`config.mk`:
```
export PLATFORM = sky130hd
export DESIGN_NAME = mul_booth_seq_flat
export DESIGN_NICKNAME = d
export VERILOG_FILES = /design/src/rtl/mul_booth_seq_if.sv /design/src/rtl/mul_booth_seq.sv /design/src/flat_wrapper.sv
export SDC_FILE = /design/constraint.sdc
export NUM_CORES = 1
export LEC_CHECK = 0
export CORE_MARGIN = 2
export CORE_UTILIZATION = 43
export CTS_BUF_LIST = sky130_fd_sc_hd__clkbuf_4 sky130_fd_sc_hd__clkbuf_8
export CTS_CLUSTER_DIAMETER = 50
export CTS_CLUSTER_SIZE = 20
export DETAILED_ROUTE_END_ITERATION = 12
export GPL_TIMING_DRIVEN = 1
export PLACE_DENSITY = 0.89
export SLEW_MARGIN = 20
export SYNTH_ARGS = -nofsm -noshare
export SYNTH_HDL_FRONTEND = slang
export SYNTH_SLANG_ARGS = --single-unit
```
`constraint.sdc`:
```
create_clock -name clock -period 1.65 [get_ports clock]
set_clock_uncertainty 0.1 [all_clocks]
set_input_delay 0.165 -clock clock [delete_from_list [all_inputs] [get_ports clock]]
set_output_delay 0.165 -clock clock [all_outputs]
set_load 0.01 [all_outputs]
```
`src/rtl/mul_booth_seq_if.sv`:
```
// Port bundle for the sequential Booth multiplier: CPU-side start/result
// signals plus the request/grant port to the shared 32-bit adder.
interface mul_booth_seq_if;
    logic        start;
    logic [31:0] op_a;
    logic [31:0] op_b;
    logic        ready;
    logic        busy;
    logic        done;
    logic [31:0] hi;
    logic [31:0] lo;
    logic        add_req;
    logic        add_gnt;
    logic [31:0] add_ra;
    logic [31:0] add_rb;
    logic        add_cin;
    logic [31:0] add_rc;

    // The multiplier is the slave; the master is the CPU together with the adder.
    modport slave (
        input  start, op_a, op_b, add_gnt, add_rc,
        output ready, busy, done, hi, lo, add_req, add_ra, add_rb, add_cin
    );

    modport master (
        output start, op_a, op_b, add_gnt, add_rc,
        input  ready, busy, done, hi, lo, add_req, add_ra, add_rb, add_cin
    );
endinterface

```
`src/rtl/mul_booth_seq.sv`:
```
// Sequential signed 32x32->64 radix-2 Booth multiplier that borrows the
// shared CLA adder one granted iteration at a time and returns HI/LO.
module mul_booth_seq (
    input  logic           clock,
    input  logic           reset_n,
    mul_booth_seq_if.slave bus
);

    typedef enum logic [1:0] {
        S_IDLE = 2'd0,
        S_CALC = 2'd1,
        S_DONE = 2'd2
    } state_t;

    state_t      state;
    state_t      state_nx;

    logic [31:0] acc;
    logic [31:0] q;
    logic        q_m1;
    logic [31:0] m;
    logic [5:0]  cnt;
    logic [31:0] hi_r;
    logic [31:0] lo_r;

    logic        fire;
    logic        last;
    logic [31:0] ra;
    logic [31:0] rb;
    logic        cin;
    logic        ovf;
    logic        sgn;
    logic [31:0] acc_sh;
    logic [31:0] q_sh;

    // An iteration commits only on a cycle where the adder is actually ours.
    assign fire = (state == S_CALC) && bus.add_gnt;
    assign last = fire && (cnt == 6'd31);

    always_comb begin
        // NOTE: every output of a combinational block gets a default first; a path that leaves it unassigned infers a latch.
        state_nx = state;
        case (state)
            S_IDLE:  if (bus.start) state_nx = S_CALC;
            S_CALC:  if (last)      state_nx = S_DONE;
            S_DONE:                 state_nx = S_IDLE;
            default:                state_nx = S_IDLE;
        endcase
    end

    // Booth select; operands are a pure function of held registers, so they
    // stay stable across ungranted cycles.
    always_comb begin
        ra  = 32'd0;
        rb  = 32'd0;
        cin = 1'b0;
        if (state == S_CALC) begin
            ra = acc;
            case ({q[0], q_m1})
                2'b01:   rb = m;
                2'b10: begin
                    rb  = ~m;
                    cin = 1'b1;
                end
                default: rb = 32'd0;
            endcase
        end
    end

    // The 33rd bit of A+/-M is recovered from the overflow flag, which keeps
    // M = -2^31 correct when subtracting.
    assign ovf    = (ra[31] == rb[31]) && (bus.add_rc[31] != ra[31]);
    assign sgn    = bus.add_rc[31] ^ ovf;
    assign acc_sh = {sgn, bus.add_rc[31:1]};
    assign q_sh   = {bus.add_rc[0], q[31:1]};

    always_ff @(posedge clock) begin
        // NOTE: sequential state uses non-blocking assignment so every register samples pre-edge values.
        if (!reset_n) state <= S_IDLE;
        else          state <= state_nx;
    end

    always_ff @(posedge clock) begin
        if (!reset_n) begin
            acc  <= 32'd0;
            q    <= 32'd0;
            q_m1 <= 1'b0;
            m    <= 32'd0;
            cnt  <= 6'd0;
            hi_r <= 32'd0;
            lo_r <= 32'd0;
        end else if ((state == S_IDLE) && bus.start) begin
            acc  <= 32'd0;
            q    <= bus.op_b;
            q_m1 <= 1'b0;
            m    <= bus.op_a;
            cnt  <= 6'd0;
        end else if (fire) begin
            acc  <= acc_sh;
            q    <= q_sh;
            q_m1 <= q[0];
            cnt  <= cnt + 6'd1;
            if (last) begin
                hi_r <= acc_sh;
                lo_r <= q_sh;
            end
        end
    end

    // Status flags decode registered state only; start has no path to them.
    assign bus.ready   = (state == S_IDLE);
    assign bus.busy    = (state == S_CALC);
    assign bus.done    = (state == S_DONE);
    assign bus.add_req = (state == S_CALC);
    assign bus.add_ra  = ra;
    assign bus.add_rb  = rb;
    assign bus.add_cin = cin;
    assign bus.hi      = hi_r;
    assign bus.lo      = lo_r;

endmodule

```
`src/flat_wrapper.sv`:
```
// flat-port wrapper written by rule: the top's interface ports become plain ports
module mul_booth_seq_flat 
  (clock, reset_n, bus_start, bus_op_a, bus_op_b, bus_add_gnt, bus_add_rc, bus_ready, bus_busy, bus_done, bus_hi, bus_lo, bus_add_req, bus_add_ra, bus_add_rb, bus_add_cin);
  mul_booth_seq_if bus_i ();
  input  logic clock;
  input  logic reset_n;
  input wire logic [$bits(bus_i.start)-1:0] bus_start;
  input wire logic [$bits(bus_i.op_a)-1:0] bus_op_a;
  input wire logic [$bits(bus_i.op_b)-1:0] bus_op_b;
  input wire logic [$bits(bus_i.add_gnt)-1:0] bus_add_gnt;
  input wire logic [$bits(bus_i.add_rc)-1:0] bus_add_rc;
  output wire logic [$bits(bus_i.ready)-1:0] bus_ready;
  output wire logic [$bits(bus_i.busy)-1:0] bus_busy;
  output wire logic [$bits(bus_i.done)-1:0] bus_done;
  output wire logic [$bits(bus_i.hi)-1:0] bus_hi;
  output wire logic [$bits(bus_i.lo)-1:0] bus_lo;
  output wire logic [$bits(bus_i.add_req)-1:0] bus_add_req;
  output wire logic [$bits(bus_i.add_ra)-1:0] bus_add_ra;
  output wire logic [$bits(bus_i.add_rb)-1:0] bus_add_rb;
  output wire logic [$bits(bus_i.add_cin)-1:0] bus_add_cin;
  assign bus_i.start = bus_start;
  assign bus_i.op_a = bus_op_a;
  assign bus_i.op_b = bus_op_b;
  assign bus_i.add_gnt = bus_add_gnt;
  assign bus_i.add_rc = bus_add_rc;
  assign bus_ready = bus_i.ready;
  assign bus_busy = bus_i.busy;
  assign bus_done = bus_i.done;
  assign bus_hi = bus_i.hi;
  assign bus_lo = bus_i.lo;
  assign bus_add_req = bus_i.add_req;
  assign bus_add_ra = bus_i.add_ra;
  assign bus_add_rb = bus_i.add_rb;
  assign bus_add_cin = bus_i.add_cin;
  mul_booth_seq u_core (.clock(clock), .reset_n(reset_n), .bus(bus_i));
endmodule
```
Yosys cells after proc, flatten, opt, wreduce, memory -nomap -nowiden. Index checks and enable logic that the tools add are counted.

Add/subtract/negate cells: 1. Shift-type cells: 0. Reductions and logical operators: 9. Muxes and demuxes: 10. Div/mod/pow operators: 0. Multipliers: 0. Bitwise operators: 4. Equality and inequality tests: 9. Magnitude comparators: 0.

Operators with widths (count): $mux 32 (4); $pmux 32 s2 (1); $not 32->32 (1); $add 6x1->6 const B (1); $eq 6x5->1 const B (1); $eq 2x1->1 const B (2); $eq 2x2->1 const B (2); $logic_and 1x1->1 (4); $mux 2 (2); $pmux 2 s2 (1); $reduce_and 3->1 (1); $logic_not 2->1 (1); $mux 1 (2); $ne 2x1->1 const B (1); $ne 2x2->1 const B (1); $not 1->1 (2); $reduce_and 2->1 (1); $reduce_bool 2->1 (1); $reduce_or 2->1 (1); $eq 1x1->1 (1); $ne 1x1->1 (1); $xor 1x1->1 (1).

Logic and storage cells: 41. Bits in latches: 0. Memory bits (read-only): 0. Bits of input ports: 100. Memories kept: 0. Bits in writable memories: 0. Register bits after elaboration: 169.

Logic depth before layout (Yosys ltp). Gate-level depths: netlist (run 1).

Word-level depth: 6. Gate-level depth with buffers: 7. Gate-level depth less buffers: 4.

Worst setup path after synthesis (run 1). Ideal clock, no wire load.

Path kind: flip-flop to flip-flop. Start point: register u_core.cnt[0]. End point: register u_core.lo_r[22] (netlist: u_core.bus.lo[22]). Setup time: 0.070 ns. Slack: 0.106 ns. Cell stages (with the launch flop): 7. Arrival: 1.374 ns. Clock period less this slack: 1.544 ns. Path through: dfxtp_1 -> ha_1 -> nand4b_1 -> clkbuf_1 -> clkbuf_1 -> o21ai_0 -> a21oi_1.

Longest elaborated chain between the ends: 3.

RTL lines: from (decl) (RTL line mul_booth_seq.sv:22) `logic [5:0] cnt;`; from (signal assigned) (RTL line mul_booth_seq.sv:102) `cnt <= cnt + 6'd1;`; $eq 6x5->1 (RTL line mul_booth_seq.sv:38) `assign last = fire && (cnt == 6'd31);`; $logic_and 1x1->1 (RTL line mul_booth_seq.sv:38); $reduce_and 3->1 (no source line); to (signal assigned) (RTL line mul_booth_seq.sv:105) `lo_r <= q_sh;`; to (decl) (RTL line mul_booth_seq.sv:24) `logic [31:0] lo_r;`.

No other way between the ends. A chain may end at the register's enable or synchronous reset.

Final worst setup path (run 1).
Start point: register u_core.q[0]. End point: output port bus_add_rb[0].

Longest elaborated chain between the ends: 3. Elaborated cells between the ends (all ways): 4. Classes of those cells: 2 x eq/ne; 2 x mux.

RTL lines: from (decl) (RTL line mul_booth_seq.sv:19) `logic [31:0] q;`; from (signal assigned) (RTL line mul_booth_seq.sv:94) `q <= bus.op_b;`; from (signal assigned) (RTL line mul_booth_seq.sv:100) `q <= q_sh;`; $eq 2x2->1 / $eq 2x1->1 (equally long branches) (RTL line mul_booth_seq.sv:59) `case ({q[0], q_m1})`; $pmux 32 s2 * (RTL line mul_booth_seq.sv:59); $mux 32 * (RTL line mul_booth_seq.sv:57) `if (state == S_CALC) begin`; to (decl) (RTL line flat_wrapper.sv:19) `output wire logic [$bits(bus_i.add_rb)-1:0] bus_add_rb;`.

Every way passes the cells marked *; elsewhere a longest branch is shown, timed or not.

==> flow_summary.json, run 1 <==
{
  "io_buffers": 232,
  "syn_to_final_growth_pct": 57.0,
  "r2r-start": "u_core.state[0]",
  "overflow": 0,
  "cts.sinks": 169,
  "layout_min_cycle_time_ps": 1880,
  "period_share_pct": 114,
  "initial_core_util_pct": 44.2,
  "dieArea_mm2": 0.0174,
  "synth_seq_cells": 169,
  "cts_root_buffer": "clkbuf_8",
  "wl_per_cell_um": 18.9,
  "synth_area_mm2": 0.00705,
  "fp.dieW_um": 132,
  "viasPerCell": 5.66,
  "hpwlAfterDp_um": 14900,
  "crit_buf_inv": 2,
  "first_iter_violations": 536,
  "path_cells": "nor2b_4 -> buf_12 -> mux2i_1 -> nor2_1 -> buf_2",
  "clock_path_buffers": 2,
  "syn_nets": 988,
  "rows": 46,
  "worstSetupPathType": "register to output port",
  "nets": 1219,
  "hold_violations": 0,
  "synth.avg_cell_area_um2": 7.95,
  "cp.depth": 5,
  "synth_edf_count": 0,
  "crit_start": "u_core.q[0]",
  "cts_buffers": 17,
  "whs_path_depth": 3,
  "cts_max_level": 4,
  "rr_worst_depth": 5,
  "drv_cap": 0,
  "maxSlewHeadroom_pct": 77.4,
  "synth_compound_area_share_pct": 17.8,
  "worst_slack_ps": -231,
  "drive_above_1_share_pct": 23.5,
  "hold_buffers": 0,
  "irDropWorstVdd_mv": 0.567,
  "violations": "setup timing",
  "num_io_pins": 233,
  "core_mm2": 0.0159,
  "ys_seq_area_share_pct": 48.0,
  "synth_xor_area_share_pct": 0.248,
  "clk_pin_slew_ps": 80,
  "dr.pass1.iters": 5,
  "outcome": "finished with violations",
  "min_from": "bus_op_a[6]",
  "cp.arrival_ps": 1620,
  "critPathLaunchType": "register",
  "critPathTopFamily": "flip-flops",
  "clk_latency_ps": 460,
  "grt_max_degree": 48,
  "grt.total_usage_pct": 26.3,
  "ant_nets": 0,
  "cpPeakStageDelay_ps": 380,
  "drt-total-wl_um": 25400,
  "fmax_mhz": 532,
  "end_kind": "output port",
  "yosys-mux-area-fraction_pct": 4.40,
  "drc": 0,
  "synth-adder-area-share_pct": 0.177,
  "dp_slack_ps": -192,
  "synth-simple-area-share_pct": 23.6,
  "slowest_stage": "dfxtp_4",
  "power_mw": 8.75,
  "slew_viol_final": 0,
  "grt_pass1_wl_um": 37300,
  "tightestPinTransition_ps": 339,
  "min_path_type": "input pin to register",
  "critPathRequiredTime_ps": 1380,
  "antenna_found_initial": 0,
  "gp_congestion": 0.852,
  "path_max_fanout": 16,
  "cts_tree": "built",
  "power_density_mw_per_mm2": 790,
  "async_reset_ff_share_pct": 0,
  "setup_viol": 84,
  "num_antenna_cells": 0,
  "die_y_um": 132,
  "synth_top_family_by_area": "simple AND/OR/NAND/NOR gates",
  "p_leak_nw": 4.46,
  "vias": 7616,
  "grt_pass1_vias": 7266,
  "rsz0062_at_grt": "yes",
  "synth.distinct_cells": 40,
  "synth_ff_type": "dfxtp_1",
  "syn_inst": 887,
  "ys.warnings.count": 0
}
flip-flops by register name (all words and copies together), names as in the netlist:
| register | cells |
|---|---|
| u_core.cnt | 6 |
| u_core.bus.lo | 32 |
| u_core.q_m1 | 1 |
| u_core.state | 2 |
| u_core.q | 32 |
| u_core.m | 32 |
| u_core.acc | 32 |
| u_core.bus.hi | 32 |
timing repair:
item	in CTS	in global routing
pin swaps	20	37
buffers inserted	7	9
cloned	6	9
endpoints found under the hold margin	0	0
setup endpoints to repair	106	192
resized for setup	348	130
Yosys cell counts (2+ instances only):
master	n	share of area (%)
nor3b_1	2	0.21
nand4b_1	2	0.25
and3b_1	2	0.25
and4b_1	2	0.28
buf_1	5	0.27
or3_1	2	0.18
buf_2	25	1.8
mux2i_1	31	4.4
nor4_1	4	0.35
buf_4	6	0.64
nand2_1	143	7.6
nor3_1	61	4.3
nor2b_1	3	0.27
and2_1	33	2.9
o21ai_0	66	4.7
o22ai_1	29	2.6
a21oi_1	130	9.2
dfxtp_1	169	48
clkbuf_1	53	2.8
nor2_1	35	1.9
o31ai_1	2	0.21
nand3_1	60	4.3
a31oi_1	5	0.44
per-layer routing:
layer	global-route usage [%]	share of wire, %	up-vias
met2	44.9	50	346
met1	30.9	39	3665
li1	-	-	3535
met3	6.73	7.4	70
met5	0	0	-
met4	11.8	3.7	0
cell usage in the layout (no fill, tap or decap), drive strengths merged, types with 7 or more instances in the layout:
cell type / instances
and2: 33
clkdlybuf4s50: 134
nor2: 35
clkbuf: 29
o21ai: 66
buf: 129
nor3: 61
a21oi: 131
nand2: 143
dlymetal6s2s: 22
o22ai: 29
nand3: 60
dfxtp: 169
dlygate4sd2: 7
mux2i: 31
layout make-up:
type,count,area (um2)
fill,1234,4870
multi-input combinational,626,3650
sequential,169,3400
timing repair buffer,302,3350
clock buffer,20,275
tap,216,270
clock inverter,10,120
inverter,2,15.0
through the flow:
step / hold slack (ps) / instance area (um2) / instances / setup TNS [ps] / util [%]
after CTS: 126 / 10400 / 1332 / -11770 / 65.1
after global placement: 338 / 9820 / 1289 / -20550 / 61.6
final: 151 / 11100 / 1345 / -9470 / 69.5
after floorplan: 200 / 7050 / 887 / 0 / -
after global routing: 143 / 11100 / 1345 / -15100 / 69.5
after detailed placement: 342 / 9820 / 1289 / -25650 / 61.6
final timing paths:
kind,end,slack (ps)
setup / recovery,bus_add_rb[0],-230
hold / removal,u_core.m[6],150
setup reg to reg,u_core.q[23],-50
hold reg to reg,u_core.acc[17],360
power by group:
group	internal [mW]	switching (mW)	total, mW
logic	0.756	0.675	1.43
registers	4.22	0.134	4.36
clock network	1.45	1.51	2.96
total	6.43	2.31	8.75
cells by family after synthesis:
family | Yosys count
simple gates | 354
fa+ha+maj | 1
compound gates | 238
flops | 169
buf+inv | 92
xor+xnor | 2
mux | 31
worst reg2reg max path, delay by kind of cell, from the launching register on:
| kind | cells | cell delay [ps] |
|---|---|---|
| AOI/OAI and AO/OA | 1 | 150 |
| and+or+nand+nor | 2 | 610 |
| buffers and inverters | 2 | 360 |
| DFF | 1 | 370 |
Power figures use the tool's default switching activity.
==> run 2: changes to the inputs <==
--- a/config.mk
+++ b/config.mk
@@ -6,13 +6,13 @@
 export NUM_CORES = 1
 export LEC_CHECK = 0
 export CORE_MARGIN = 2
-export CORE_UTILIZATION = 43
-export CTS_BUF_LIST = sky130_fd_sc_hd__clkbuf_4 sky130_fd_sc_hd__clkbuf_8
+export CORE_UTILIZATION = 42
+export CTS_BUF_LIST = sky130_fd_sc_hd__clkbuf_16
 export CTS_CLUSTER_DIAMETER = 50
 export CTS_CLUSTER_SIZE = 20
 export DETAILED_ROUTE_END_ITERATION = 12
 export GPL_TIMING_DRIVEN = 1
-export PLACE_DENSITY = 0.89
+export PLACE_DENSITY = 0.87
 export SLEW_MARGIN = 20
 export SYNTH_ARGS = -nofsm -noshare
 export SYNTH_HDL_FRONTEND = slang
==> run 2 against run 1 <==
- the flow still finishes with violations (setup timing)
- combinational power rose by 9%
- clock power is 29% higher
- final cell count up 1.5%
- worst setup slack got worse by 9.6 ps
- largest power group unchanged
- maximum frequency decreased by 0.51%
- count of clock-buffer cells in the layout down 3
- design area increased by 2.7%
- utilization is 0.64 points lower
- first-iteration DRC count is 26% higher
- critical path type unchanged
- die area grew 2.3%
- total power rose by 12%
- critical endpoint is now bus_add_ra[12]
- global-route usage rose by 0.60 points
==> flow_summary.json, run 2 (synthesized netlist as in run 1, its figures left out) <==
{
  "irDropWorstVdd_mv": 0.699,
  "clk_pin_slew_ps": 70,
  "worst_slack_ps": -240,
  "final_area_mm2": 0.0114,
  "final_common_cell": "dfxtp_1",
  "hpwlAfterDp_um": 14800,
  "cpPeakStageDelay_ps": 330,
  "initial_core_util_pct": 42.7,
  "layout_min_cycle_time_ps": 1890,
  "crit_top_cell": "buf_12",
  "worstSetupPathType": "register to output port",
  "wl_met3_um": 2070,
  "dieArea_mm2": 0.0178,
  "power_mw": 9.76,
  "syn_to_final_growth_pct": 61.3,
  "drv_cap": 0,
  "grt_pass1_vias": 7554,
  "cts.sinks": 169,
  "die_y_um": 134,
  "cts_root_buffer": "clkbuf_16",
  "pwr-share-seq_pct": 44.8,
  "antenna_found_initial": 0,
  "cts_buffers": 17,
  "ant_nets": 0,
  "critPathLaunchType": "register",
  "clkPwrFrac_pct": 39.2,
  "clk_latency_ps": 430,
  "outcome": "finished with violations",
  "placed_area_mm2": 0.00981,
  "first_iter_violations": 678,
  "wirelength_met1_um": 10400,
  "sw_frac_of_total_pct": 25.8,
  "fin_cells": 1365,
  "wl_per_cell_um": 20.0,
  "grt_max_degree": 54,
  "min_path_type": "input pin to register",
  "io_buffers": 232,
  "final_cell_mix": "dfxtp_1, clkdlybuf4s50_1, nand2_1, a21oi_1",
  "path_cells": "nand2b_4 -> inv_8 -> buf_12 -> buf_16 -> buf_12 -> and2_4 -> buf_6",
  "fp.dieW_um": 134,
  "num_antenna_cells": 0,
  "slew_viol_final": 0,
  "grt.total_usage_pct": 26.9,
  "clock_path_buffers": 2,
  "grt_pass1_wl_um": 38600,
  "viasPerCell": 5.83,
  "maxSlewHeadroom_pct": 76.1,
  "p_leak_nw": 4.17,
  "cp.arrival_ps": 1630,
  "drive_above_1_share_pct": 23.8,
  "num_io_pins": 233,
  "p_switching_mw": 2.52,
  "gp_congestion": 0.810,
  "dr.pass1.iters": 8,
  "end_kind": "output port",
  "combinationalPowerShare_pct": 16.0,
  "dp.cells": 1292,
  "violations": "setup timing",
  "hold_violations": 0,
  "cts_tree": "built",
  "cts_max_level": 4,
  "highest_layer": "met4",
  "critPathRequiredTime_ps": 1380,
  "n_fill_cell": 1239,
  "tightestPinTransition_ps": 358,
  "crit_buf_inv": 5,
  "fmax_mhz": 529,
  "rsz0062_at_grt": "yes",
  "p_int_mw": 7.24,
  "nets": 1233,
  "setup_viol": 83,
  "drc": 0,
  "rows": 47,
  "period_share_pct": 115,
  "overflow": 0,
  "critPathTopFamily": "buffers and inverters",
  "met2_length_um": 13800,
  "power_density_mw_per_mm2": 858,
  "vias": 7964,
  "core_mm2": 0.0165,
  "drt-total-wl_um": 27300,
  "path_max_fanout": 4,
  "hold_buffers": 0,
  "slowest_stage": "dfxtp_2"
}
## run 2: cell count changes in the layout (fill, tap and decap cells not counted), sizes merged
cell           delta
clkdlybuf4s50    +29
dlymetal6s2s     -22
buf              +13
dlygate4sd2       -7
inv               +5
clkbuf            -3
clkinv            -1
clkinvlp          +1
or3b              +1
## run 2: metrics by stage
step / hold WS (ps) / setup TNS [ps] / util, % / worst slack (ps)
after detailed placement: 343 / -24910 / 59.4 / -190
final: 190 / -8490 / 68.8 / -240
after global placement: 338 / -18760 / 59.4 / -144
after floorplan: 200 / 0 / - / 106
after CTS: 177 / -10050 / 65.1 / -295
after global routing: 195 / -12180 / 68.8 / -258
## run 2: path summary, 6_finish.rpt
path,slack [ps],start,cells past startpoint,endpoint
hold reg to reg,360,u_core.acc[27],2,u_core.acc[27]
hold / removal,190,bus_op_a[18],3,u_core.m[18]
setup / recovery,-240,u_core.state[1],7,bus_add_ra[12]
setup reg to reg,-30,u_core.state[0],5,u_core.q[6]
## run 2: metal layers
metal,track usage (%),vias up
li1,-,3561
met1,31.5,3823
met2,47.4,485
met3,5.33,95
met4,12.2,0
met5,0,-
## run 2: layout make-up
type | instances | area (um2) | area share [%]
clock inverters | 15 | 123 | 1.08
multi-input cells | 627 | 3710 | 32.6
flip-flops and latches | 169 | 3390 | 29.8
inverters | 2 | 17.5 | 0.154
clock buffers | 17 | 425 | 3.74
repair buffers | 315 | 3430 | 30.2
well taps | 220 | 275 | 2.42
## run 2: power groups by stage
| stage | registers [mW] | clock network [mW] | logic, mW |
|---|---|---|---|
| 2_1_floorplan | 4.40 | 0 | 0.570 |
| 3_3_place_gp | 4.42 | 0 | 1.13 |
| 3_5_place_dp | 4.43 | 0 | 1.15 |
| 4_1_cts | 4.34 | 3.83 | 1.34 |
| 5_1_grt | 4.38 | 4.03 | 1.65 |
| 6_report | 4.37 | 3.83 | 1.56 |
## run 2: timing repair
item | in CTS | in global routing
setup endpoints to repair | 106 | 229
pin swaps | 23 | 17
cloned | 8 | 12
gates resized for setup | 359 | 101
buffers inserted | 15 | 13
## run 2: worst min-delay path, stage by stage
cell and delay (ps):
clkdlybuf4s50_1 400, nand2_1 60, a21oi_1 50
==> run 3: changes to the inputs <==
--- a/config.mk
+++ b/config.mk
@@ -5,13 +5,14 @@
 export SDC_FILE = /design/constraint.sdc
 export NUM_CORES = 1
 export LEC_CHECK = 0
-export CORE_MARGIN = 2
+export CORE_MARGIN = 5
 export CORE_UTILIZATION = 42
 export CTS_BUF_LIST = sky130_fd_sc_hd__clkbuf_16
 export CTS_CLUSTER_DIAMETER = 50
 export CTS_CLUSTER_SIZE = 20
 export DETAILED_ROUTE_END_ITERATION = 12
 export GPL_TIMING_DRIVEN = 1
+export HOLD_SLACK_MARGIN = 0.12
 export PLACE_DENSITY = 0.87
 export SLEW_MARGIN = 20
 export SYNTH_ARGS = -nofsm -noshare
==> run 3 against run 2 <==
- the flow still finishes with violations (setup timing)
- clock power decreased by 2%
- final cell count is 0.66% lower
- sequential cell count stayed put
- largest power group unchanged
==> flow_summary.json, run 3 (synthesized netlist as in run 1, its figures left out) <==
{
  "worstSetupPathType": "register to output port",
  "final_cell_mix": "dfxtp_1, clkdlybuf4s50_1, nand2_1, a21oi_1, o21ai_0",
  "cts.sinks": 169,
  "rows": 47,
  "path_max_fanout": 8,
  "outcome": "finished with violations",
  "drc": 0,
  "final_common_cell": "dfxtp_1",
  "period_share_pct": 116,
  "slew_viol_final": 0,
  "first_iter_violations": 486,
  "cts_max_level": 4,
  "min_path_type": "input pin to register",
  "rsz0062_at_grt": "yes",
  "clock_path_buffers": 2,
  "io_buffers": 232,
  "fmax_mhz": 520,
  "end_kind": "output port",
  "dr.pass1.iters": 5,
  "tightestPinTransition_ps": 390,
  "drive_above_1_share_pct": 21.4,
  "highest_layer": "met4",
  "hold_buffers": 0,
  "cp.arrival_ps": 1660,
  "num_io_pins": 233,
  "initial_core_util_pct": 42.7,
  "critPathRequiredTime_ps": 1380,
  "cts_root_buffer": "clkbuf_16",
  "critPathLaunchType": "register",
  "wl_per_cell_um": 18.5,
  "met2_length_um": 12200,
  "wl_met3_um": 1910,
  "dp_slack_ps": -187,
  "drv_cap": 0,
  "gp_congestion": 0.824,
  "power_density_mw_per_mm2": 861,
  "antenna_found_initial": 1,
  "syn_to_final_growth_pct": 57.4,
  "hpwlAfterDp_um": 15200,
  "overflow": 0,
  "grt.total_usage_pct": 24.0,
  "drt-total-wl_um": 25100,
  "core_mm2": 0.0165,
  "hold_violations": 0,
  "dieArea_mm2": 0.0195,
  "power_mw": 9.56,
  "clk_latency_ps": 420,
  "grt_max_degree": 64,
  "violations": "setup timing",
  "grt_pass1_wl_um": 38400,
  "layout_min_cycle_time_ps": 1920,
  "wirelength_met1_um": 10100,
  "maxSlewHeadroom_pct": 73.9,
  "ant_nets": 0,
  "viasPerCell": 5.61,
  "nets": 1225,
  "vias": 7601,
  "cts_tree": "built",
  "setup_viol": 73,
  "grt_pass1_vias": 7405,
  "clk_pin_slew_ps": 60,
  "fp.dieW_um": 140,
  "irDropWorstVdd_mv": 0.741,
  "n_fill_cell": 1291,
  "p_leak_nw": 4.11,
  "die_y_um": 140,
  "worst_slack_ps": -271,
  "cts_buffers": 17,
  "fin_setup_tns_ps": -9740
}
run 3: changes by cell type in the layout (fill, tap and decap cells not counted), sizes merged:
cell | before | now
inv | 8 | 4
dlymetal6s2s | 0 | 2
or3b | 2 | 1
dlygate4sd2 | 0 | 1
buf | 142 | 139
clkbuf | 26 | 22
clkinv | 4 | 6
clkdlybuf4s15 | 1 | 0
clkdlybuf4s50 | 163 | 161
diode | 0 | 1
run 3: worst max-delay path, stage by stage (launching register included):
cell and delay (ps):
dfxtp_4 370, nor2b_4 250, buf_6 140, buf_12 110
mux2i_1 60, nor2_1 140, buf_2 160
run 3: area by class of cell:
cell class                      count  area (um2)  share of cell area (%)
Clock inverter                     13         116                    1.05
Tap cell                          220         275                    2.48
Inverter                            2        15.0                   0.135
Antenna cell                        1        2.50                  0.0225
Sequential cell                   169        3390                    30.6
Timing Repair Buffer              308        3350                    30.2
Clock buffer                       17         425                    3.83
Multi-Input combinational cell    626        3520                    31.7
run 3: final timing paths:
| check | depth (start not counted) | start | to | slack [ps] |
|---|---|---|---|---|
| worst max-delay path | 6 | u_core.q[0] | bus_add_rb[1] | -270 |
| worst min-delay path | 3 | bus_op_a[7] | u_core.m[7] | 200 |
| worst min register to register | 2 | u_core.acc[30] | u_core.acc[30] | 360 |
| worst max register to register | 5 | u_core.state[0] | u_core.q[25] | -30 |
run 3: power by group:
part	switching, mW	leakage [nW]	total [mW]	internal, mW
Clock	1.58	0.269	3.76	2.17
Combinational	0.668	2.46	1.45	0.780
Sequential	0.124	1.38	4.35	4.23
Total	2.37	4.11	9.56	7.18
run 3: layer usage:
layer | vias up | track usage (%)
met5 | - | 0
met3 | 62 | 5.15
met2 | 366 | 40.2
met1 | 3628 | 29.8
met4 | 0 | 11.0
li1 | 3545 | -
run 3: through the flow:
stage | hold slack (ps) | cells | cell area, um2 | utilization (%)
6_report | 197 | 1356 | 11100 | 67.2
4_1_cts | 177 | 1352 | 10900 | 65.9
5_1_grt | 194 | 1356 | 11100 | 67.2
2_1_floorplan | 200 | 887 | 7050 | -
3_5_place_dp | 343 | 1293 | 9850 | 59.6
3_3_place_gp | 337 | 1293 | 9850 | 59.6
run 3: repair_timing:
item	4_1_cts	5_1_grt
buffers inserted	18	9
cloned	11	4
pin swaps	24	15
endpoints found under the hold margin	0	0
setup endpoints to repair	95	126
gates resized for setup	368	69
==> RTL edit 1: new RTL, settings of run 1 <==
Reset style: asynchronous (`reset_n`), changed in 2 clocked blocks.
--- a/src/rtl/mul_booth_seq.sv
+++ b/src/rtl/mul_booth_seq.sv
@@ -75,5 +75,5 @@
     assign q_sh   = {bus.add_rc[0], q[31:1]};
 
-    always_ff @(posedge clock) begin
+    always_ff @(posedge clock or negedge reset_n) begin
         // NOTE: sequential state uses non-blocking assignment so every register samples pre-edge values.
         if (!reset_n) state <= S_IDLE;
@@ -81,5 +81,5 @@
     end
 
-    always_ff @(posedge clock) begin
+    always_ff @(posedge clock or negedge reset_n) begin
         if (!reset_n) begin
             acc  <= 32'd0;
Behaviour: differs if reset_n is asserted again (counterexample within 4 cycles, from zero or initial values and one cycle with reset_n low); with reset_n held inactive, the same outputs for 4 cycles.
==> RTL edit 1 against run 1 <==
The flow still finishes with violations (negative setup slack); core utilization up 6.6 points; synthesized area up 4.2%; highest routed layer unchanged; non-clock buffer count rose by 35; die area increased by 4.1%; cell area is 14% higher; setup slack worse by 100 ps; wire length rose by 6.8%; hold slack worse by 98 ps; sequential cell count did not move; global-route usage shrank 1.1 points.
Power is not compared: it rests on default switching activity, and its combinational part moved more than twofold at a synthesized area within 25%.
==> RTL edit 1: results (changes against run 1) <==
Worst setup path:
- The cell class contributing the biggest share of worst-path delay is buffers and inverters (was flip-flops).
- The minimum setup slack among reg-to-reg paths came to -200 ps (was -50 ps).
- The stage delay of the slowest cell on the critical path came to 420 ps (was 380 ps).
- The critical-path cell with the highest stage delay is sky130_fd_sc_hd__dfrtp_1 (was sky130_fd_sc_hd__dfxtp_4).
- The start of the worst register-to-register path is u_core.state[1]$_DFFE_PN0P_ (was u_core.state[0]$_SDFFE_PN0P_).
- The worst reg2reg path depth came to 7 (was 5).
- The data arrival at the endpoint of the critical path is 1720 ps (was 1620 ps).

Yosys:
- Leading cell types by total area after synthesis: sky130_fd_sc_hd__dfrtp_1, sky130_fd_sc_hd__nand2_1, sky130_fd_sc_hd__mux2_1 (was sky130_fd_sc_hd__dfxtp_1, sky130_fd_sc_hd__a21oi_1, sky130_fd_sc_hd__nand2_1).
- The number of distinct standard cells referenced by the synthesized netlist is 38 (was 40).
- The share of the yosys chip area belonging to registers came to 57.6% (was 48.0%).
- The post-synthesis async set-or-reset flop share is 100% (was 0%).
- The post-synth net total is 775 (was 988).
- The average cell area after synthesis is 10.9 sq um (was 7.95 sq um).

Placed design:
- The final weighted congestion of routability-driven global placement was 0.786 (was 0.852).
- The pre-CTS setup slack is -341 ps (was -192 ps).
- The total half-perimeter wirelength after legalization and detailed placement is 13.9 mm (was 14.9 mm).
- The number of placed instances, taps included is 1,119 (was 1,289).
- The cell area after placement came to 10,200 sq um (was 9820 sq um).

Global route:
- The pin count of the biggest net entering global routing is 63 (was 48).
- The met1 track utilization from global routing was 32.5% (was 30.9%).
- The number of global-route vias before repair came to 6,513 (was 7,266).
- The met2 track demand over resource is 41.7% (was 44.9%).
- The residual overflow from global routing came to 0 (unchanged).
- The initial antenna violation count came to 1 (was 0).

Routing:
- The number of vias per cell after detailed routing is 5.54 (was 5.66).
- The final wirelength was 27.1 mm (was 25.4 mm).
- The routed wire length per instance is 22.3 um (was 18.9 um).

Run status:
- Violations in the final reports: negative setup slack (unchanged).
- Result of the run: finished, violations left (unchanged).

STA:
- The tightest hold margin is 53.2 ps (was 151 ps).
- The normalized max-slew margin is 74.3% (was 77.4%).
- The setup-violating endpoint count in the final report is 234 (was 84).
- The worst setup slack after layout is -334 ps (was -231 ps).

Clocking:
- The clock input transition at the sequential cells of the worst setup and hold paths is 100 ps (was 80 ps).

Final layout:
- The layout cell share with drive strength beyond 1 is 41.8% (was 23.5%).
- The filler cell count is 1,001 (was 1,234).

Worst hold path:
- The path class of the lowest-slack min-delay path is in2async (was in2reg).
-- RTL edit 1: changes by cell type after synthesis, moves of 29 or more --
cell / before / now
sky130_fd_sc_hd__a21oi_1: 130 / 3
sky130_fd_sc_hd__dfrtp_1: 0 / 169
sky130_fd_sc_hd__o22ai_1: 29 / 0
sky130_fd_sc_hd__o21ai_0: 66 / 4
sky130_fd_sc_hd__nor3_1: 61 / 0
sky130_fd_sc_hd__dfxtp_1: 169 / 0
sky130_fd_sc_hd__nand3_1: 60 / 3
sky130_fd_sc_hd__a22o_1: 0 / 34
sky130_fd_sc_hd__mux2_1: 0 / 37
-- RTL edit 1: how the worst max path moves through the flow --
stage / start / end / slack (ps)
CTS: u_core.q_m1$_DFFE_PN0P_ / bus_add_rb[20] / -380
global route: u_core.q_m1$_DFFE_PN0P_ / bus_add_rb[18] / -470
floorplan: u_core.cnt[0]$_DFFE_PN0P_ / u_core.bus.hi[0]$_DFFE_PN0P_ / -70
finish: u_core.q_m1$_DFFE_PN0P_ / bus_add_rb[18] / -330
global placement: bus_add_gnt / u_core.bus.lo[21]$_DFFE_PN0P_ / -300
detailed placement: bus_add_gnt / u_core.bus.lo[18]$_DFFE_PN0P_ / -340
-- RTL edit 1: cells by family (layout without fill, tap and decap cells) --
| group | count (synthesis) | in the layout | synth area share [%] |
|---|---|---|---|
| AND/OR/NAND/NOR | 276 | 278 | 16.4 |
| adder cells (fa/ha/maj) | 1 | 1 | 0.170 |
| XOR/XNOR | 1 | 1 | 0.119 |
| other | 0 | 1 | 0 |
| buffers and inverters | 52 | 370 | 3.69 |
| AO/OA/AOI/OAI | 80 | 80 | 8.00 |
| multiplexers | 95 | 95 | 14.0 |
| flip-flops | 169 | 169 | 57.6 |
-- RTL edit 1: through the flow --
| stage | TNS (ps) | power, uW |
|---|---|---|
| 6_report | -34680 | 21900 |
| 5_1_grt | -48140 | 22800 |
| 4_1_cts | -66120 | 19200 |
| 3_5_place_dp | -32540 | 15100 |
| 3_3_place_gp | -26600 | 14800 |
| 2_1_floorplan | -2270 | 10500 |
-- RTL edit 1: routing by layer --
metal	up-vias	wire, um
met1	3435	10700
met2	322	13700
met4	0	966
li1	2911	-
met5	-	0
met3	69	1790
-- RTL edit 1: repair_timing --
item                       in CTS  in global routing
setup endpoints to repair     166                270
hold buffers                    1                  0
hold endpoints to repair      169                  0
setup buffers                  24                 14
resized for setup             407                293
pin swaps                      24                104
gates cloned                   17                 22
-- RTL edit 1: layout make-up --
class,count,share of cell area [%]
clock buffers,17,1.85
flip-flops and latches,169,33.4
clock inverters,14,1.64
inverters,2,0.119
multi-input cells,455,30.1
diodes,1,0.0198
well taps,220,2.17
repair buffers,337,30.7
==> RTL edit 2: new RTL, config.mk and constraints of run 1 <==
Without the edit above. One comparison of `cnt` changes from == to >=.
--- a/src/rtl/mul_booth_seq.sv
+++ b/src/rtl/mul_booth_seq.sv
@@ -36,5 +36,5 @@
     // An iteration commits only on a cycle where the adder is actually ours.
     assign fire = (state == S_CALC) && bus.add_gnt;
-    assign last = fire && (cnt == 6'd31);
+    assign last = fire && (cnt >= 6'd31);
 
     always_comb begin
Function: same outputs for any inputs over 4 cycles, from zero or initial values and one cycle with reset_n low; that may be too few to reach the edited logic, so the function may still have changed.
==> RTL edit 2 against run 1 <==
The run still ends with negative setup slack left; synthesized cell count is 1.7% lower; count of clock-buffer cells in the layout shrank 2; setup slack worse by 100 ps; synthesized area rose by 2.8%; cell area rose by 18%; sequential cell count did not move; wire length is 17% higher; combinational power grew 51%; power rose by 13%; via count up 3.4%; register-to-register slack worse by 220 ps; critical endpoint is now bus_add_rb[6]; largest cell class unchanged; largest power group unchanged.
==> RTL edit 2: results (changes against run 1) <==
Power and ir drop:
- The total leakage power is 0.00555 uW (was 0.00446 uW).
- The maximum vdd drop is 599 uV (was 567 uV).

Final layout:
- The number of clock-tree buffers in the layout was 18 (was 20).
- The layout cell share with drive strength beyond 1 came to 39.4% (was 23.5%).
- The sequential portion of the cell area is 26.1% (was 30.7%).
- The non-clock buffering overhead in the final layout is 32.2% (was 30.2%).
- The clock network area share is 3.38% (was 3.57%).
- The proportion of cell area occupied by multi-input gates came to 36.0% (was 32.9%).
- The count of plain and timing-repair buffers is 347 (was 302).
- The number of non-clock inverters in the layout is 3 (was 2).

Routing:
- The number of DRC markers after the initial detailed-route iteration is 422 (was 536).
- The routed wire length per instance is 21.4 um (was 18.9 um).
- The number of vias per cell after detailed routing is 5.64 (was 5.66).

STA:
- The total negative slack for setup checks came to -29,950 ps (was -9470 ps).
- The transition time at the pin with the least slew margin came to 419 ps (was 339 ps).
- The worst setup slack after layout is -331 ps (was -231 ps).
- The setup-violating endpoint count in the final report came to 217 (was 84).

Worst setup path:
- The data arrival at the endpoint of the critical path was 1720 ps (was 1620 ps).
- The maximum net fanout on the critical path is 8 (was 16).

Run status:
- Violations in the final reports: negative setup slack (unchanged).
- Result of the run: finished, violations left (unchanged).

Placed design:
- The pre-CTS setup slack is -298 ps (was -192 ps).
- The total half-perimeter wirelength after legalization and detailed placement was 14.2 mm (was 14.9 mm).
- The final weighted congestion of routability-driven global placement came to 0.803 (was 0.852).
- The number of placed instances, taps included is 1,293 (was 1,289).

Global route:
- The wire length of the first global-routing pass is 39.1 mm (was 37.3 mm).
- The number of global-route vias before repair came to 7,421 (was 7,266).
- The pin count of the biggest net entering global routing is 53 (was 48).
- The total routing resource utilization after global routing was 27.5% (was 26.3%).

Yosys:
- The share of the yosys chip area belonging to registers is 46.7% (was 48.0%).
- Leading cell types by total area after synthesis: sky130_fd_sc_hd__dfxtp_1, sky130_fd_sc_hd__nand2_1, sky130_fd_sc_hd__mux2i_1 (was sky130_fd_sc_hd__dfxtp_1, sky130_fd_sc_hd__a21oi_1, sky130_fd_sc_hd__nand2_1).
- The post-synth net total is 973 (was 988).
RTL edit 2: changes by cell type in the layout (fill, tap and decap cells not counted), moves of 29 or more:
cell,run 1,this run
sky130_fd_sc_hd__a21oi_1,125,6
sky130_fd_sc_hd__mux2i_1,30,88
sky130_fd_sc_hd__nand2_1,140,209
sky130_fd_sc_hd__nand2_4,1,35
sky130_fd_sc_hd__a21oi_2,6,62
sky130_fd_sc_hd__nand3_1,60,1
sky130_fd_sc_hd__nor3_1,58,29
sky130_fd_sc_hd__o21ai_0,60,2
RTL edit 2: cells by family after synthesis:
family / Yosys count / synth area share, %
AOI/OAI and AO/OA: 127 / 10.2
buffers and inverters: 78 / 6.04
and+or+nand+nor: 405 / 24.2
muxes: 90 / 12.4
xor gates and xnor gates: 2 / 0.242
adders and majority gates: 1 / 0.173
DFF: 169 / 46.7
RTL edit 2: final timing paths:
path / startpoint / end / depth (start not counted) / slack [ps]
worst min-delay path: bus_op_a[28] / u_core.m[28]$_SDFFE_PN0N_ / 3 / 160
worst min register to register: u_core.bus.hi[0]$_SDFFE_PN0P_ / u_core.bus.hi[0]$_SDFFE_PN0P_ / 2 / 360
worst max register to register: u_core.state[1]$_SDFFE_PN0P_ / u_core.q[24]$_SDFFE_PN0P_ / 9 / -270
worst max-delay path: u_core.q[0]$_SDFFE_PN0P_ / bus_add_rb[6] / 6 / -330
RTL edit 2: per-stage QoR:
| step | instance area [sq um] | hold slack (ps) | utilization, % |
|---|---|---|---|
| after floorplan | 7250 | 167 | - |
| after global placement | 9970 | 337 | 60.4 |
| after detailed placement | 9970 | 343 | 60.4 |
| after CTS | 11600 | 129 | 70.5 |
| after global routing | 13000 | 166 | 78.7 |
| final | 13000 | 159 | 78.7 |
RTL edit 2: worst max-delay path, cell delays in order, from the launching register on:
cell and delay, ps:
sky130_fd_sc_hd__dfxtp_4 380, sky130_fd_sc_hd__nor2b_4 190, sky130_fd_sc_hd__buf_6 150, sky130_fd_sc_hd__buf_12 130, sky130_fd_sc_hd__mux2i_1 90, sky130_fd_sc_hd__nor2_1 150
sky130_fd_sc_hd__buf_2 170
RTL edit 2: repair_timing:
item                                    4_1_cts  5_1_grt
buffers inserted                             33       16
resized for setup                           402      360
cloned                                       23       13
hold endpoints to repair                      4        0
endpoints found under the setup margin      214      265
hold buffers                                  1        0
pin swaps                                    36      128
RTL edit 2: report_power, final:
part / switching (uW) / total, uW / internal [uW]
sequential: 179 / 4400 / 4220
combinational: 1030 / 2160 / 1130
clock: 1630 / 3330 / 1700
total: 2830 / 9890 / 7060
RTL edit 2: routing by layer:
layer | track usage, % | wire (um) | vias up
met3 | 6.58 | 2230 | 115
met4 | 9.57 | 1330 | 0
met2 | 48.9 | 15200 | 435
li1 | - | - | 3517
met1 | 32.3 | 11000 | 3811
met5 | 0 | 0 | -
